**src/rtl/midi_tx_engine.sv**
```systemverilog
// ============================================================================
// Module      : midi_tx_engine
// Description : MIDI serial transmitter. Complete messages are queued in a
//               small FIFO and sent one byte at a time as 8N1 frames
//               (start, 8 data bits LSB first, stop) at BAUD_DIV clk per bit.
//               The bytes of one message go out with no gap between frames.
// Options     : `define MIDI_RUNNING_STATUS_EN to omit a channel status byte
//               that repeats the last transmitted status (running status).
// Ports       : clk        - system clock, all logic on posedge
//               rst_i      - asynchronous active-high reset
//               msg_valid  - message offered
//               msg_ready  - FIFO can accept a message
//               msg_status - status byte
//               msg_data1  - first data byte
//               msg_data2  - second data byte
//               msg_len    - bytes to send (1..3, 0 = discard)
//               midi_tx    - serial MIDI line, idle high
//               busy       - FIFO non-empty or a message in flight
// Revision    : 1.0 - initial release
// ============================================================================
`default_nettype none

module midi_tx_engine #(
    parameter int BAUD_DIV   = 3200,   // clk cycles per bit, must be >= 2
    parameter int FIFO_DEPTH = 4       // queued messages, power of 2, >= 2
) (
    input  logic       clk,
    input  logic       rst_i,
    input  logic       msg_valid,
    output logic       msg_ready,
    input  logic [7:0] msg_status,
    input  logic [7:0] msg_data1,
    input  logic [7:0] msg_data2,
    input  logic [1:0] msg_len,
    output logic       midi_tx,
    output logic       busy
);

    localparam int c_baud_w = $clog2(BAUD_DIV);
    localparam int c_aw     = $clog2(FIFO_DEPTH);

    localparam logic [c_baud_w-1:0] c_baud_last = c_baud_w'(BAUD_DIV - 1);
    localparam logic [c_baud_w-1:0] c_baud_one  = c_baud_w'(1);
    localparam logic [c_baud_w-1:0] c_baud_zero = '0;

    typedef enum logic [2:0] {
        S_IDLE  = 3'd0,
        S_LOAD  = 3'd1,
        S_START = 3'd2,
        S_DATA  = 3'd3,
        S_STOP  = 3'd4
    } state_t;

    // ------------------------------------------------------------------
    // Message FIFO: {status, data1, data2, len}
    // ------------------------------------------------------------------
    logic [25:0]   r_mem [FIFO_DEPTH];
    logic [c_aw:0] r_wptr;
    logic [c_aw:0] r_rptr;
    logic          w_full;
    logic          w_empty;
    logic          w_push;
    logic          w_pop;
    logic [25:0]   w_head;
    logic [7:0]    w_head_status;
    logic [1:0]    w_head_len;

    state_t r_state;
    state_t w_state_nxt;

    assign w_empty   = (r_wptr == r_rptr);
    assign w_full    = (r_wptr[c_aw] != r_rptr[c_aw]) &&
                       (r_wptr[c_aw-1:0] == r_rptr[c_aw-1:0]);
    assign msg_ready = !w_full;

    // A zero-length message is handshaken but never stored.
    assign w_push = msg_valid && msg_ready && (msg_len != 2'd0);
    assign w_pop  = (r_state == S_IDLE) && !w_empty;

    assign w_head        = r_mem[r_rptr[c_aw-1:0]];
    assign w_head_status = w_head[25:18];
    assign w_head_len    = w_head[1:0];

    // Storage needs no reset: the pointers define which entries are valid.
    always_ff @(posedge clk) begin
        if (w_push) begin
            r_mem[r_wptr[c_aw-1:0]] <= {msg_status, msg_data1, msg_data2, msg_len};
        end
    end

    always_ff @(posedge clk or posedge rst_i) begin
        if (rst_i) begin
            r_wptr <= '0;
            r_rptr <= '0;
        end else begin
            if (w_push) begin
                r_wptr <= r_wptr + 1'b1;
            end
            if (w_pop) begin
                r_rptr <= r_rptr + 1'b1;
            end
        end
    end

    // ------------------------------------------------------------------
    // Transmit datapath and FSM
    // ------------------------------------------------------------------
    logic [c_baud_w-1:0] r_baud,   w_baud_nxt;
    logic [2:0]          r_bit,    w_bit_nxt;
    logic [7:0]          r_shift,  w_shift_nxt;
    logic [1:0]          r_idx,    w_idx_nxt;
    logic                r_tx,     w_tx_nxt;
    logic [7:0]          r_status, w_status_nxt;
    logic [7:0]          r_d1,     w_d1_nxt;
    logic [7:0]          r_d2,     w_d2_nxt;
    logic [1:0]          r_len,    w_len_nxt;
    logic                w_skip;
    logic                w_more;

`ifdef MIDI_RUNNING_STATUS_EN
    logic [7:0] r_rs, w_rs_nxt;

    // Channel status (0x80-0xEF) identical to the last one sent can be
    // omitted, provided the message carries at least one data byte.
    assign w_skip = (w_head_status >= 8'h80) && (w_head_status <= 8'hEF) &&
                    (w_head_status == r_rs) && (w_head_len >= 2'd2);
`else
    assign w_skip = 1'b0;
`endif

    // r_idx points at the next byte to load; bytes remain while it is below len.
    assign w_more = (r_idx < r_len);

    always_comb begin
        w_state_nxt  = r_state;
        w_baud_nxt   = r_baud;
        w_bit_nxt    = r_bit;
        w_shift_nxt  = r_shift;
        w_idx_nxt    = r_idx;
        w_tx_nxt     = r_tx;
        w_status_nxt = r_status;
        w_d1_nxt     = r_d1;
        w_d2_nxt     = r_d2;
        w_len_nxt    = r_len;
`ifdef MIDI_RUNNING_STATUS_EN
        w_rs_nxt     = r_rs;
`endif
        case (r_state)
            S_IDLE: begin
                w_tx_nxt = 1'b1;
                if (!w_empty) begin
                    // Latch the whole message so later msg_* activity cannot alter it.
                    w_status_nxt = w_head[25:18];
                    w_d1_nxt     = w_head[17:10];
                    w_d2_nxt     = w_head[9:2];
                    w_len_nxt    = w_head[1:0];
                    w_idx_nxt    = w_skip ? 2'd1 : 2'd0;
                    w_state_nxt  = S_LOAD;
                end
            end

            S_LOAD: begin
                case (r_idx)
                    2'd0:    w_shift_nxt = r_status;
                    2'd1:    w_shift_nxt = r_d1;
                    default: w_shift_nxt = r_d2;
                endcase
`ifdef MIDI_RUNNING_STATUS_EN
                if (r_idx == 2'd0) begin
                    if ((r_status >= 8'h80) && (r_status <= 8'hEF)) begin
                        w_rs_nxt = r_status;
                    end else if ((r_status >= 8'hF0) && (r_status <= 8'hF7)) begin
                        w_rs_nxt = 8'h00;
                    end
                end
`endif
                w_idx_nxt   = r_idx + 2'd1;
                w_baud_nxt  = c_baud_last;
                w_tx_nxt    = 1'b0;
                w_state_nxt = S_START;
            end

            S_START: begin
                if (r_baud == c_baud_zero) begin
                    w_baud_nxt  = c_baud_last;
                    w_bit_nxt   = 3'd0;
                    w_tx_nxt    = r_shift[0];
                    w_state_nxt = S_DATA;
                end else begin
                    w_baud_nxt = r_baud - c_baud_one;
                end
            end

            S_DATA: begin
                if (r_baud == c_baud_zero) begin
                    w_baud_nxt = c_baud_last;
                    if (r_bit == 3'd7) begin
                        w_tx_nxt    = 1'b1;
                        w_state_nxt = S_STOP;
                    end else begin
                        w_bit_nxt   = r_bit + 3'd1;
                        w_shift_nxt = {1'b0, r_shift[7:1]};
                        w_tx_nxt    = r_shift[1];
                    end
                end else begin
                    w_baud_nxt = r_baud - c_baud_one;
                end
            end

            S_STOP: begin
                w_tx_nxt = 1'b1;
                // When another byte of this message follows, the LOAD cycle
                // is the last cycle of the stop bit, so leave one count early
                // and the frames abut with no gap.
                if (w_more && (r_baud == c_baud_one)) begin
                    w_state_nxt = S_LOAD;
                end else if (r_baud == c_baud_zero) begin
                    w_state_nxt = S_IDLE;
                end else begin
                    w_baud_nxt = r_baud - c_baud_one;
                end
            end

            default: begin
                w_tx_nxt    = 1'b1;
                w_state_nxt = S_IDLE;
            end
        endcase
    end

    always_ff @(posedge clk or posedge rst_i) begin
        if (rst_i) begin
            r_state  <= S_IDLE;
            r_baud   <= '0;
            r_bit    <= '0;
            r_shift  <= '0;
            r_idx    <= '0;
            r_tx     <= 1'b1;
            r_status <= '0;
            r_d1     <= '0;
            r_d2     <= '0;
            r_len    <= '0;
        end else begin
            r_state  <= w_state_nxt;
            r_baud   <= w_baud_nxt;
            r_bit    <= w_bit_nxt;
            r_shift  <= w_shift_nxt;
            r_idx    <= w_idx_nxt;
            r_tx     <= w_tx_nxt;
            r_status <= w_status_nxt;
            r_d1     <= w_d1_nxt;
            r_d2     <= w_d2_nxt;
            r_len    <= w_len_nxt;
        end
    end

`ifdef MIDI_RUNNING_STATUS_EN
    always_ff @(posedge clk or posedge rst_i) begin
        if (rst_i) begin
            r_rs <= '0;
        end else begin
            r_rs <= w_rs_nxt;
        end
    end
`endif

    assign midi_tx = r_tx;
    assign busy    = !w_empty || (r_state != S_IDLE);

endmodule

`default_nettype wire
```
**config.mk**
```make
export PLATFORM = sky130hd
export DESIGN_NAME = midi_tx_engine
export DESIGN_NICKNAME = d
export VERILOG_FILES = /design/src/rtl/midi_tx_engine.sv
export SDC_FILE = /design/constraint.sdc
export NUM_CORES = 1
export LEC_CHECK = 0
export CAP_MARGIN = 10
export CORE_MARGIN = 3
export CORE_UTILIZATION = 58
export CTS_CLUSTER_SIZE = 30
export DETAILED_ROUTE_END_ITERATION = 8
export PLACE_DENSITY = 0.83
export SYNTH_ARGS = -nofsm -noshare
export SYNTH_HDL_FRONTEND = slang
export SYNTH_SLANG_ARGS = --single-unit
```
**constraint.sdc**
```tcl
create_clock -name clk -period 2.5 [get_ports clk]
set_input_delay 0.375 -clock clk [delete_from_list [all_inputs] [get_ports clk]]
set_output_delay 0.375 -clock clk [all_outputs]
set_load 0.1 [all_outputs]
```
==> flow_summary_export.csv <==
group,metric,value,unit
status,outcome,"completed",
place,dp_hpwl,7580,um
worst_setup_path,cp.arrival,2.04,ns
worst_setup_path,crit_path_end_kind,"primary output",
synth,synth_top_family_by_area,"multiplexers",
place,numPortBuffers,31,
power,peakVddDrop,0.844,mV
worst_setup_path,crit_buf_inv,1,
worst_setup_path,slowest_stage,"nor3_1",
final_layout,num-nets-final,504,
worst_setup_path,cp_max_fo,3,
floorplan,die_height,115,um
route,routed_via_density,6.01,
floorplan,fp-row-count,39,
clock_tree,clk_pin_slew,0.06,ns
route,avgRoutedWirePerCell,20.3,um
synth,yosysWarnings,0,
place,place_congestion,0.864,
clock_tree,cts_hold_buf,0,
route,first_pass_iters,4,
floorplan,start_util,59.8,%
floorplan,core,11500,um^2
global_route,gr-total-overflow,0,
route,via_count,3713,
timing,timing.hold.ws,0.268,ns
worst_setup_path,critPathRequiredTime,2.12,ns
global_route,antenna_found_initial,0,
timing,finClkSkew,0.0122,ns
power,p_int,5.60,mW
power,powerDensity,979,nW/um^2
power,power_leakage,2.97,nW
timing,setup_tns,0,ns
timing,slew_violations,0,
power,switching_share,28.6,%
clock_tree,worstSkewPairLatency,0.43,ns
clock_tree,cts_tree,"built",
power,p_seq_share,47.1,%
global_route,grt_pass1_vias,3874,
synth,synth_mux_area_share,15.0,%
clock_tree,cts_setup_buffers,0,
worst_setup_path,worstReg2RegStart,"r_baud[0]",
final_layout,drive_gt1_share,25.3,%
global_route,grt.total_usage,21.1,%
synth,ys_ff_latch,165,
synth,synthesis.area,6860,um^2
route,wl,12600,um
route,ant_nets,0,
clock_tree,post_cts_resized,0,
timing,worst-slew-pin-transition,0.644,ns
timing,setup_viol,0,
timing,hold_violations,0,
final_layout,finalInstanceArea,8020,um^2
synth,synthFlopType,"edfxtp_1",
worst_setup_path,critical_path.max_stage_delay,0.57,ns
worst_setup_path,cp-startpoint,"r_rptr[2]",
clock_tree,clock_sinks,165,
power,combPwrFrac,21.9,%
synth,syn_area_per_cell,16.5,um^2
clock_tree,cts-root-buf,"clkbuf_16",
clock_tree,clk_path_buf_depth,2,
floorplan,die_x,115,um
timing,finalCriticalPeriod,2.42,ns
timing,fmax,414,MHz
worst_setup_path,crit_path_start_kind,"flip-flop",
route,drt_iter0_drc,248,
route,drcViolationCount,0,
global_route,grt_pass1_wl,20400,um
floorplan,ioPinCount,32,
timing,grt_setup_unrepaired,"no",
global_route,grt_max_degree,44,
worst_setup_path,critPathKind,"flip-flop to primary output",
worst_setup_path,crit_family,"simple AND/OR/NAND/NOR gates",
floorplan,dieArea,13200,um^2
synth,syn-num-nets,458,
final_layout,syn_to_final_growth,16.9,%
synth,synth_xor_area_share,1.28,%
synth,synth_compound_area_share,5.67,%
place,placed_area,7460,um^2
timing,maxSlewHeadroom,56.7,%
timing,finalCritPeriodShare,96.6,%
synth,yosys.area_share.simple,6.02,%
synth,yosys.area_share.adder,2.37,%
clock_tree,cts.htree.levels,4,
synth,synth-async-reset-ratio,37.0,%
clock_tree,cts_buffers,17,
synth,syn_inst,416,
final_layout,diodes,0,
synth,yosysSeqAreaShare,67.8,%
synth,ys_types,51,
worst_setup_path,crit_chain,"xor2_1 > nor3_1 > nand3b_1 > buf_12",
power,p_clk_share,31.0,%
power,switchingPower,2.25,mW
worst_hold_path,min_path_type,"primary input to asynchronous set/reset pin",
job,max-cap-violations,0,
synth,synth_edf_count,104,
[worst paths after layout]
check	slack, ns	depth (start not counted)	end
max in group asynchronous	1.65	3	r_rptr[0]
min in group clk	0.48	1	r_wptr[2]
worst min-delay path	0.27	2	r_state[1]
worst max-delay path	0.08	4	busy
worst max register to register	0.09	6	r_shift[6]
worst min register to register	0.48	1	r_wptr[2]
[area by class of cell]
class / instances / area, um^2
clock buffer: 19 / 433
fill: 718 / 3450
sequential: 165 / 4650
clock inverter: 13 / 123
inverter: 14 / 52.6
timing repair buffer: 44 / 488
multi-input combinational: 220 / 2090
tap: 143 / 179
[routing by layer]
metal | vias to the layer above | wire (um) | GRT usage (%)
met5 | - | 0 | 0
met4 | 0 | 296 | 9.08
met2 | 85 | 6620 | 35.5
met3 | 22 | 512 | 5.47
li1 | 1706 | - | -
met1 | 1900 | 5130 | 26.2
[layout by cell type (no fill, tap or decap), drive strengths merged, types with 2 or more instances in the layout]
master / count
a22o: 3
nand3b: 3
nor2b: 3
a211o: 2
o31ai: 3
nor4: 4
and2: 6
nor2: 15
ha: 13
dfrtp: 60
mux2i: 2
clkdlybuf4s50: 28
a31oi: 8
buf: 16
o22ai: 4
or3: 7
o211ai: 2
a22oi: 7
clkbuf: 19
a21oi: 9
o21ai: 13
inv: 20
edfxtp: 104
nand3: 6
or4: 2
clkinv: 6
nand2: 18
mux2: 35
xnor2: 4
xor2: 6
mux4: 26
nand2b: 4
nor3: 3
[cells by family (layout without fill, tap and decap cells)]
logic type               after synthesis  after routing
AND/OR/NAND/NOR                       75             75
XOR/XNOR                              10             10
adder cells (fa/ha/maj)               13             13
flip-flops                           165            165
multiplexers                          63             63
AO/OA/AOI/OAI                         59             59
buffers and inverters                 31             90
[state kept, by name (all words and copies together) (netlist names)]
name      cells
r_mem       104
r_baud       12
r_d1          8
r_d2          8
r_shift       8
r_status      8
r_bit         3
r_rptr        3
r_state       3
r_wptr        3
r_idx         2
r_len         2
midi_tx       1
[Yosys cell counts (2+ instances only)]
master	n	area, um^2
edfxtp_1	104	3120
dfrtp_1	60	1500
mux2_2	28	315
mux4_2	26	586
nand2_1	17	63.8
nor2_1	15	56.3
inv_1	14	52.6
ha_1	13	163
o21ai_0	13	65.1
a21oi_1	9	45.0
clkbuf_1	9	33.8
a31oi_1	8	50.1
a22oi_1	7	52.6
mux2_4	7	105
and2_1	6	37.5
nand3_1	6	30.0
xor2_1	6	52.6
buf_2	5	25.0
nand2b_1	4	25.0
o22ai_1	4	25.0
or3_1	4	25.0
xnor2_1	4	35.0
a22o_1	3	26.3
nand3b_1	3	22.5
nor2b_1	3	18.8
nor3_1	3	15.0
nor4_1	3	18.8
o31ai_1	3	22.5
or3_2	3	22.5
a211o_1	2	17.5
buf_1	2	7.51
mux2i_1	2	20.0
o211ai_1	2	15.0
[power by group through the flow]
| stage | clock, mW | combinational, mW | sequential (mW) |
|---|---|---|---|
| after floorplan | 0 | 1.19 | 3.68 |
| after global placement | 0 | 1.67 | 3.69 |
| after detailed placement | 0 | 1.72 | 3.74 |
| after CTS | 2.49 | 1.74 | 3.69 |
| after global routing | 2.60 | 1.90 | 3.74 |
| final | 2.43 | 1.72 | 3.69 |
[per-stage QoR]
step	power [mW]	setup WS [ns]	util [%]	instances
floorplan	4.87	0.194	-	416
global placement	5.36	0.191	65.0	586
detailed placement	5.45	0.126	65.0	586
CTS	7.93	0.0650	69.9	618
global route	8.24	0.000751	69.9	618
finish	7.85	0.0842	69.9	618
Power figures use the tool's default switching activity.
